===== config.mk =====
export PLATFORM = sky130hd
export DESIGN_NAME = gemm_cmd_ctrl
export DESIGN_NICKNAME = d
export VERILOG_FILES = /design/src/rtl/gemm_cmd_ctrl.sv
export SDC_FILE = /design/constraint.sdc
export NUM_CORES = 1
export LEC_CHECK = 0
export ABC_AREA = 1
export CORE_ASPECT_RATIO = 1.25
export CORE_MARGIN = 2
export CORE_UTILIZATION = 35
export CTS_CLUSTER_SIZE = 40
export DETAILED_ROUTE_END_ITERATION = 8
export PLACE_DENSITY = 0.65
export SYNTH_ARGS = -nofsm -noshare
export SYNTH_HDL_FRONTEND = slang
export SYNTH_SLANG_ARGS = --single-unit

===== constraint.sdc =====
create_clock -name clk -period 4.5 [get_ports clk]
set_input_delay 0.9 -clock clk [delete_from_list [all_inputs] [get_ports clk]]
set_output_delay 0.9 -clock clk [all_outputs]
set_load 0.03 [all_outputs]

===== src/rtl/gemm_cmd_ctrl.sv =====
// rtl/gemm_cmd_ctrl.sv - GEMM command queue and accelerator handshake controller (optional watchdog: GEMM_CMD_WATCHDOG_EN)
module gemm_cmd_ctrl #(
    parameter int DEPTH          = 4,
    parameter int TIMEOUT_CYCLES = 1023
) (
    input  logic                       clk,
    input  logic                       rst,
    input  logic                       gemm_valid,
    input  logic [31:0]                gemm_rdata1,
    input  logic [31:0]                gemm_rdata2,
    output logic                       gemm_done,
    output logic                       acc_start,
    output logic [31:0]                acc_op_a,
    output logic [31:0]                acc_op_b,
    input  logic                       acc_ready,
    input  logic                       acc_finish,
    output logic [$clog2(DEPTH):0]     cmd_count,
    output logic                       q_ovf,
    output logic                       gemm_err
);
    localparam int AW = $clog2(DEPTH);
    localparam int CW = AW + 1;

    typedef enum logic [1:0] {
        IDLE  = 2'd0,
        ISSUE = 2'd1,
        BUSY  = 2'd2,
        DONE  = 2'd3
    } state_t;

    state_t         state, state_nxt;
    logic [63:0]    mem [DEPTH];
    logic [AW-1:0]  wr_ptr, rd_ptr;
    logic [63:0]    head;
    logic           full, push, pop, wd_expire;

    assign full = (cmd_count == CW'(DEPTH));
    assign push = gemm_valid && !full;
    assign pop  = (state == ISSUE) && acc_ready;
    assign head = mem[rd_ptr];

    // Operands come straight from the queue head, which cannot move until the pop
    assign acc_start = (state == ISSUE);
    assign acc_op_a  = (state == ISSUE) ? head[63:32] : 32'd0;
    assign acc_op_b  = (state == ISSUE) ? head[31:0]  : 32'd0;
    assign gemm_done = (state == DONE);

    // Command storage; contents need no reset because occupancy gates every read
    always_ff @(posedge clk) begin
        if (push) begin
            mem[wr_ptr] <= {gemm_rdata1, gemm_rdata2};
        end
    end

    // Queue pointers and occupancy; pointers wrap naturally at the power-of-two depth
    always_ff @(posedge clk or posedge rst) begin
        if (rst) begin
            wr_ptr    <= '0;
            rd_ptr    <= '0;
            cmd_count <= '0;
        end else begin
            if (push) wr_ptr <= wr_ptr + 1'b1;
            if (pop)  rd_ptr <= rd_ptr + 1'b1;
            case ({push, pop})
                2'b10:   cmd_count <= cmd_count + 1'b1;
                2'b01:   cmd_count <= cmd_count - 1'b1;
                default: cmd_count <= cmd_count;
            endcase
        end
    end

    // Sticky overflow flag: a command was dropped because the queue was full
    always_ff @(posedge clk or posedge rst) begin
        if (rst) begin
            q_ovf <= 1'b0;
        end else if (gemm_valid && full) begin
            q_ovf <= 1'b1;
        end
    end

`ifdef GEMM_CMD_WATCHDOG_EN
    localparam int WW = $clog2(TIMEOUT_CYCLES + 1);
    logic [WW-1:0] wd_cnt;

    assign wd_expire = (state == BUSY) && (wd_cnt == WW'(TIMEOUT_CYCLES - 1));

    // Watchdog counts cycles spent in BUSY, restarting from zero on every entry
    always_ff @(posedge clk or posedge rst) begin
        if (rst) begin
            wd_cnt <= '0;
        end else if (state != BUSY) begin
            wd_cnt <= '0;
        end else begin
            wd_cnt <= wd_cnt + 1'b1;
        end
    end

    // Sticky error: the accelerator never finished within the watchdog limit
    always_ff @(posedge clk or posedge rst) begin
        if (rst) begin
            gemm_err <= 1'b0;
        end else if (wd_expire && !acc_finish) begin
            gemm_err <= 1'b1;
        end
    end
`else
    assign wd_expire = 1'b0;
    assign gemm_err  = 1'b0;
`endif

    // State register
    always_ff @(posedge clk or posedge rst) begin
        if (rst) begin
            state <= IDLE;
        end else begin
            state <= state_nxt;
        end
    end

    // Next state; an incoming push counts so the first issue follows its capture directly
    always_comb begin
        state_nxt = state;
        case (state)
            IDLE:    if (cmd_count != '0 || push) state_nxt = ISSUE;
            ISSUE:   if (acc_ready) state_nxt = BUSY;
            BUSY:    if (acc_finish || wd_expire) state_nxt = DONE;
            DONE:    state_nxt = IDLE;
            default: state_nxt = IDLE;
        endcase
    end
endmodule


==> results of run 1 <==
## synth_stat cells
cell type / n / area [µm²]
sky130_fd_sc_hd__a21oi_1: 64 / 320.3
sky130_fd_sc_hd__a31o_2: 1 / 8.760
sky130_fd_sc_hd__buf_1: 2 / 7.510
sky130_fd_sc_hd__buf_2: 32 / 160.2
sky130_fd_sc_hd__buf_4: 2 / 15.01
sky130_fd_sc_hd__clkbuf_1: 12 / 45.04
sky130_fd_sc_hd__conb_1: 1 / 3.750
sky130_fd_sc_hd__dfrtp_1: 10 / 250.2
sky130_fd_sc_hd__edfxtp_1: 256 / 7687
sky130_fd_sc_hd__fa_1: 1 / 20.02
sky130_fd_sc_hd__ha_1: 9 / 112.6
sky130_fd_sc_hd__inv_1: 145 / 544.3
sky130_fd_sc_hd__inv_2: 3 / 11.26
sky130_fd_sc_hd__nand2_1: 404 / 1516
sky130_fd_sc_hd__nand3_1: 70 / 350.3
sky130_fd_sc_hd__nor2_1: 9 / 33.78
sky130_fd_sc_hd__or2_2: 1 / 6.260
sky130_fd_sc_hd__xnor2_1: 1 / 8.760
sky130_fd_sc_hd__xor2_1: 2 / 17.52
## metal layers
metal	share of wire (%)	global-route usage [%]
met1	42	17.54
met2	52	27.38
met3	4.4	2.217
met4	1.9	5.278
met5	0	0
## registers in the layout, indices dropped and copies added (netlist names)
register / flops
cmd_count: 3
mem: 256
q_ovf: 1
rd_ptr: 2
state: 2
wr_ptr: 2
## per-stage QoR
step	hold slack, ns	setup WS (ns)
4_1_cts	0.4803	0.5204
2_1_floorplan	0.4905	0.2882
5_1_grt	0.5086	0.3229
6_report	0.4763	0.5326
3_5_place_dp	0.4636	1.085
3_3_place_gp	0.4574	1.128
## power by group
group	total, mW	internal, mW	switching [mW]	leakage (nW)
Clock	2.24	1.33	0.909	0.432
Combinational	3.49	1.12	2.36	2.75
Sequential	3.43	3.26	0.168	2.46
## cells in the final DEF (no fill, tap or decap), types with 3 or more instances in the layout
cell type	Yosys	layout
sky130_fd_sc_hd__nor2_4	0	4
sky130_fd_sc_hd__clkbuf_16	0	27
sky130_fd_sc_hd__buf_12	0	5
sky130_fd_sc_hd__nand3_1	70	70
sky130_fd_sc_hd__clkinv_1	0	3
sky130_fd_sc_hd__nand2_1	404	404
sky130_fd_sc_hd__nor2_1	9	5
sky130_fd_sc_hd__dfrtp_1	10	8
sky130_fd_sc_hd__buf_4	2	10
sky130_fd_sc_hd__edfxtp_1	256	256
sky130_fd_sc_hd__a21oi_1	64	64
sky130_fd_sc_hd__clkinv_4	0	3
sky130_fd_sc_hd__inv_1	145	145
sky130_fd_sc_hd__clkinv_2	0	5
sky130_fd_sc_hd__clkbuf_1	12	5
sky130_fd_sc_hd__clkdlybuf4s50_1	0	138
sky130_fd_sc_hd__bufinv_16	0	4
sky130_fd_sc_hd__ha_1	9	9
## how the worst max path moves through the flow
stage               startpoint            to  slack [ns]  cells after the start
floorplan           gemm_valid     mem[0][0]        0.29                      2
global placement      state[1]   acc_op_b[5]        1.13                      6
detailed placement    state[1]   acc_op_b[0]        1.09                      6
CTS                   state[1]  acc_op_b[13]        0.52                      6
global route          state[1]  acc_op_b[13]        0.32                      6
finish                state[1]   acc_op_b[0]        0.53                      6
## logic make-up (layout without fill, tap and decap cells)
kind of cell,after synthesis,count (layout),share of synthesized area [%]
XOR/XNOR,3,3,0.2363
buffers and inverters,196,350,7.044
adder cells (fa/ha/maj),10,10,1.193
other,1,3,0.03372
AND/OR/NAND/NOR,484,484,17.15
AO/OA/AOI/OAI,65,65,2.959
flip-flops,266,266,71.39
## cell type report
type                            instances  area, µm²  area share (%)
Antenna cell                            2      5.005         0.03601
Clock buffer                           32      694.4           4.996
Clock inverter                         17      197.7           1.422
Inverter                              148      558.0           4.015
Multi-Input combinational cell        563       2429           17.47
Sequential cell                       266       7943           57.15
Tap cell                              412      515.5           3.709
Timing Repair Buffer                  153       1556           11.20
==> reports/results.ini, run 1 <==
[cts]
post_cts_hold_buffer_count = 0
clock_sinks = 266
htree_levels = 1
clock_path_buffers = 3
number_of_buffers_inserted_to_repair_setup_after_cts = 0
clock_tree.root_cell = sky130_fd_sc_hd__clkbuf_16
tritoncts = built
numCtsBuffers = 27
insertion_delay_to_the_later_sink_of_the_worst_skew_pair_ns = 0.53
cts.clk_slew.worst_paths_ns = 0.06
cts.repair.resized = 0

[routing]
drtPass1Iterations = 5
drt-wirelength-per-cell_um = 15.55
ant_nets = 0
number_of_drc_markers_after_the_initial_detailed_route_iteration = 443
vias = 7358
detail_route.wirelength_um = 24770
remaining_drc_errors = 0
via_per_inst = 4.619

[sta]
timing_hold_violations_final = 0
period_minus_slack_ns = 3.967
grt_setup_unrepaired = no
timing_max_transition_violations_final = 0
achievable-frequency_mhz = 252.1
timing.slew.headroom_pct = 23.67
setup_viol = 0
fin_skew_ns = 0.004969
worst_tran_pin_value_ns = 1.143
timing.final.crit_share_pct = 88.16
finalSetupTns_ns = 0

[global_route]
grtUsageTotal_pct = 14.89
largest_net_degree_at_the_start_of_global_routing = 71
gr_ovfl_total = 0
first_global_vias = 7471
grt_first_pass_wirelength_um = 38540
grt_antenna_before_repair = 2

[min_path]
whs_endpoint = q_ovf
hold_path.startpoint = q_ovf
min-delay-path-class = flop to flop
min_delay_path_depth = 1

[power]
irDropWorstVdd_uv = 387.5
power.static_leakage_nw = 5.644
power_density_nw_per_um2 = 659.0
power.total_mw = 9.159

[place]
dpl_cell_area_um2 = 13000
detailed_place_hpwl_um = 13990
io_buffers = 138
place.gp.congestion = 0.7514
placedCellCount = 1542

[setup_path]
setup.worst_path.class = flop to output port
regToRegSetupSlack_ns = 2.23
cp_slowest_cell = sky130_fd_sc_hd__inv_2
cp.required_ns = 3.60
worst_r2r_path_depth = 7
regToRegStartpoint = cmd_count[0]
setup.worst_path.end_class = output port
capturing_point_of_the_worst_reg2reg_path = cmd_count[1]
arrival_time_of_data_at_the_critical_path_endpoint_ns = 3.07
cp-start-kind = flop
critical_path.cell_chain = inv_1, ha_1, inv_2, buf_4, a21oi_1, clkdlybuf4s50_1
critical_path.max_fanout = 49
worstPathBufferInverterCount = 4
path_delay_family = buffers and inverters
critical-path-max-stage-delay_ns = 0.83

[final_layout]
nets = 1238
final_cell_count_no_fill = 1593
filler_cell_count = 2907
post_route_cells_drive_above_1_share_pct = 5.683
final_util_pct = 44.11
final_area_um2 = 13900
area_growth_pct = 24.99

[floorplanning]
chipHeight_um = 203.3
core_um2 = 31510
dieWidth_um = 163.4
io_count = 140
initial_core_util_pct = 35.29
fp-row-count = 73
die_area_um2 = 33220

[synthesis]
synth_warnings = 0
synth.net_count = 1104
syn-mean-instance-area_um2 = 10.85
synth.ff_latch_count = 266
synthesis.area_um2 = 11120
synth_sequential_area_ratio_pct = 71.39
postSynthCellCount = 1025
ys_types = 19

[run_status]
run_status = finished, final reports clean

[run]
maxCapViolations = 0

No activity file was read; power rests on OpenSTA's default activity.
==> run 2, diff against run 1 <==
--- a/config.mk
+++ b/config.mk
@@ -11,7 +11,7 @@
 export CORE_UTILIZATION = 35
 export CTS_CLUSTER_SIZE = 40
 export DETAILED_ROUTE_END_ITERATION = 8
-export PLACE_DENSITY = 0.65
+export PLACE_DENSITY = 0.55
 export SYNTH_ARGS = -nofsm -noshare
 export SYNTH_HDL_FRONTEND = slang
 export SYNTH_SLANG_ARGS = --single-unit
==> run 2 against run 1 <==
  * Final area increased by 0.53%
  * Clock-buffer cell count decreased by 1
  * Cell count increased by 0.25%
  * Critical path type unchanged
  * Utilization increased by 0.23 points
  * Maximum frequency increased by 1.2%
  * Largest cell class unchanged
==> reports/results.ini, run 2 (same netlist as run 1, synthesis figures left out) <==
[sta]
setup_viol = 0  ; unchanged
timing.slew.headroom_pct = 49.82  ; was 23.67%
timing_max_transition_violations_final = 0  ; unchanged
worst_tran_pin_value_ns = 0.7527  ; was 1.143 ns
period_minus_slack_ns = 3.921  ; was 3.967 ns
finalWorstSetupSlack_ns = 0.5787  ; was 0.5326 ns
achievable-frequency_mhz = 255.0  ; was 252.1 MHz
finalSetupTns_ns = 0  ; unchanged
timing.final.crit_share_pct = 87.14  ; was 88.16%
timing_hold_violations_final = 0  ; unchanged
grt_setup_unrepaired = no  ; unchanged
fin_skew_ns = 0.01336  ; was 0.004969 ns

[global_route]
gr_ovfl_total = 0  ; unchanged
grtUsageTotal_pct = 15.12  ; was 14.89%
grt_antenna_before_repair = 1  ; was 2
largest_net_degree_at_the_start_of_global_routing = 68  ; was 71
first_global_vias = 7051  ; was 7471
grt_first_pass_wirelength_um = 38800  ; was 38540 µm

[final_layout]
filler_cell_count = 2913  ; was 2907
final_cell_mix = sky130_fd_sc_hd__nand2_1 (404), sky130_fd_sc_hd__edfxtp_1 (256), sky130_fd_sc_hd__inv_1 (145)  ; unchanged
largest_register_ffs = 256  ; unchanged
layout.cells.most_common = sky130_fd_sc_hd__nand2_1  ; unchanged
nets = 1241  ; was 1238
final_cell_count_no_fill = 1597  ; was 1593
area_growth_pct = 25.66  ; was 24.99%
post_route_cells_drive_above_1_share_pct = 5.912  ; was 5.683%
final_util_pct = 44.34  ; was 44.11%
layout_top_registers = mem (256), cmd_count (3)  ; unchanged
largest_register = mem  ; unchanged

[cts]
clock_path_buffers = 3  ; unchanged
tritoncts = built  ; unchanged
insertion_delay_to_the_later_sink_of_the_worst_skew_pair_ns = 0.54  ; was 0.53 ns
post_cts_hold_buffer_count = 0  ; unchanged
cts.repair.resized = 0  ; unchanged
htree_levels = 1  ; unchanged
clock_tree.root_cell = sky130_fd_sc_hd__clkbuf_16  ; unchanged
number_of_buffers_inserted_to_repair_setup_after_cts = 0  ; unchanged
clock_sinks = 266  ; unchanged
numCtsBuffers = 28  ; was 27
cts.clk_slew.worst_paths_ns = 0.06  ; about the same

[floorplanning]
core_um2 = 31510  ; unchanged
dieWidth_um = 163.4  ; unchanged
fp-row-count = 73  ; unchanged
die_area_um2 = 33220  ; unchanged
initial_core_util_pct = 35.29  ; unchanged
io_count = 140  ; unchanged
chipHeight_um = 203.3  ; unchanged

[routing]
via_per_inst = 4.503  ; was 4.619
drt-wirelength-per-cell_um = 15.60  ; was 15.55 µm
remaining_drc_errors = 0  ; unchanged
number_of_drc_markers_after_the_initial_detailed_route_iteration = 377  ; was 443
vias = 7192  ; was 7358
ant_nets = 0  ; unchanged
drtPass1Iterations = 4  ; was 5
detail_route.wirelength_um = 24910  ; was 24770 µm

[place]
detailed_place_hpwl_um = 14110  ; was 13990 µm
dpl_worst_slack_ns = 1.098  ; was 1.085 ns
place.gp.congestion = 0.7783  ; was 0.7514
io_buffers = 138  ; unchanged
placedCellCount = 1544  ; was 1542

[run]
maxCapViolations = 0  ; unchanged

[setup_path]
cp_slowest_cell = sky130_fd_sc_hd__clkdlybuf4s50_1  ; was sky130_fd_sc_hd__inv_2
setup.worst_path.end_class = output port  ; unchanged
arrival_time_of_data_at_the_critical_path_endpoint_ns = 3.02  ; was 3.07 ns
cp.required_ns = 3.60  ; about the same
critical_path.max_fanout = 58  ; was 49
setup.worst_path.class = flop to output port  ; unchanged
cp-start-kind = flop  ; unchanged
critical_path.cell_chain = inv_4, buf_4, nand2_1, nand2_1, nand2_1, a21oi_1, clkdlybuf4s50_1  ; was inv_1, ha_1, inv_2, buf_4, a21oi_1, clkdlybuf4s50_1
critPathMostFrequentCell = sky130_fd_sc_hd__nand2_1
critical-path-max-stage-delay_ns = 0.69  ; was 0.83 ns

[power]
power.share.switching_pct = 37.09  ; was 37.56%
p_int_mw = 5.827  ; was 5.719 mW
power.static_leakage_nw = 5.667  ; was 5.644 nW
power.share.combinational_pct = 37.4  ; was 38.1%
power_switching_mw = 3.435  ; was 3.440 mW
power.total_mw = 9.262  ; was 9.159 mW
power_density_nw_per_um2 = 662.9  ; was 659.0 nW/µm²
p_clk_share_pct = 25.8  ; was 24.5%
irDropWorstVdd_uv = 463.7  ; was 387.5 µV
power.sequential.fraction_pct = 36.9  ; was 37.4%

[run_status]
run_status = finished, final reports clean  ; unchanged

[min_path]
min-delay-path-class = flop to flop  ; unchanged

-- run 2: cell types whose count changed in the layout (fill, tap and decap cells not counted), sizes merged --
cell	before	now
diode	2	1
buf	15	17
clkinvlp	2	5
bufinv	4	5
clkbuf	32	31
-- run 2: layout make-up --
class / count / area [µm²] / share of cell area (%)
timing repair buffer: 155 / 1559 / 11.16
inverter: 148 / 558.0 / 3.994
clock buffer: 31 / 733.2 / 5.248
sequential: 266 / 7943 / 56.85
multi-input combinational: 563 / 2429 / 17.38
tap: 412 / 515.5 / 3.689
antenna: 1 / 2.502 / 0.01791
clock inverter: 21 / 232.7 / 1.666
-- run 2: path summary, 6_finish.rpt --
check                      slack [ns]    startpoint            to  cells past startpoint
setup reg to reg                 2.24  cmd_count[0]     mem[0][6]                      5
min in group asynchronous        0.65           rst      state[1]                      2
hold / removal                   0.48         q_ovf         q_ovf                      1
setup / recovery                 0.58     rd_ptr[0]  acc_op_a[18]                      7
max in group asynchronous        3.53           rst     rd_ptr[0]                      2
hold reg to reg                  0.48         q_ovf         q_ovf                      1
-- run 2: per-stage QoR --
stage | cell area (µm²) | hold WS (ns)
floorplan | 11120 | 0.4905
global placement | 13000 | 0.4578
detailed placement | 13000 | 0.4602
CTS | 13970 | 0.4786
global route | 13970 | 0.4954
finish | 13970 | 0.4753
-- run 2: per-layer routing --
layer	vias to the layer above	part of all wire [%]	track usage (%)
li1	3581	-	-
met1	3420	42	18.83
met2	148	50	26.91
met3	43	4.7	2.379
met4	0	2.6	4.614
met5	-	0	0
-- run 2: power by group through the flow --
stage                     Combinational, mW  Clock, mW  Sequential (mW)
after floorplan                        2.21          0             3.49
after global placement                 3.49          0             3.46
after detailed placement               3.52          0             3.47
after CTS                              3.54       2.44             3.42
after global routing                   3.84       2.54             3.46
final                                  3.46       2.39             3.42
-- run 2: worst max-delay path: cells and delay by family (launching register included) --
family	cells	cell delay [ns]
buf+inv	3	1.58
flops	1	0.49
simple gates	3	0.22
compound gates	1	0.15
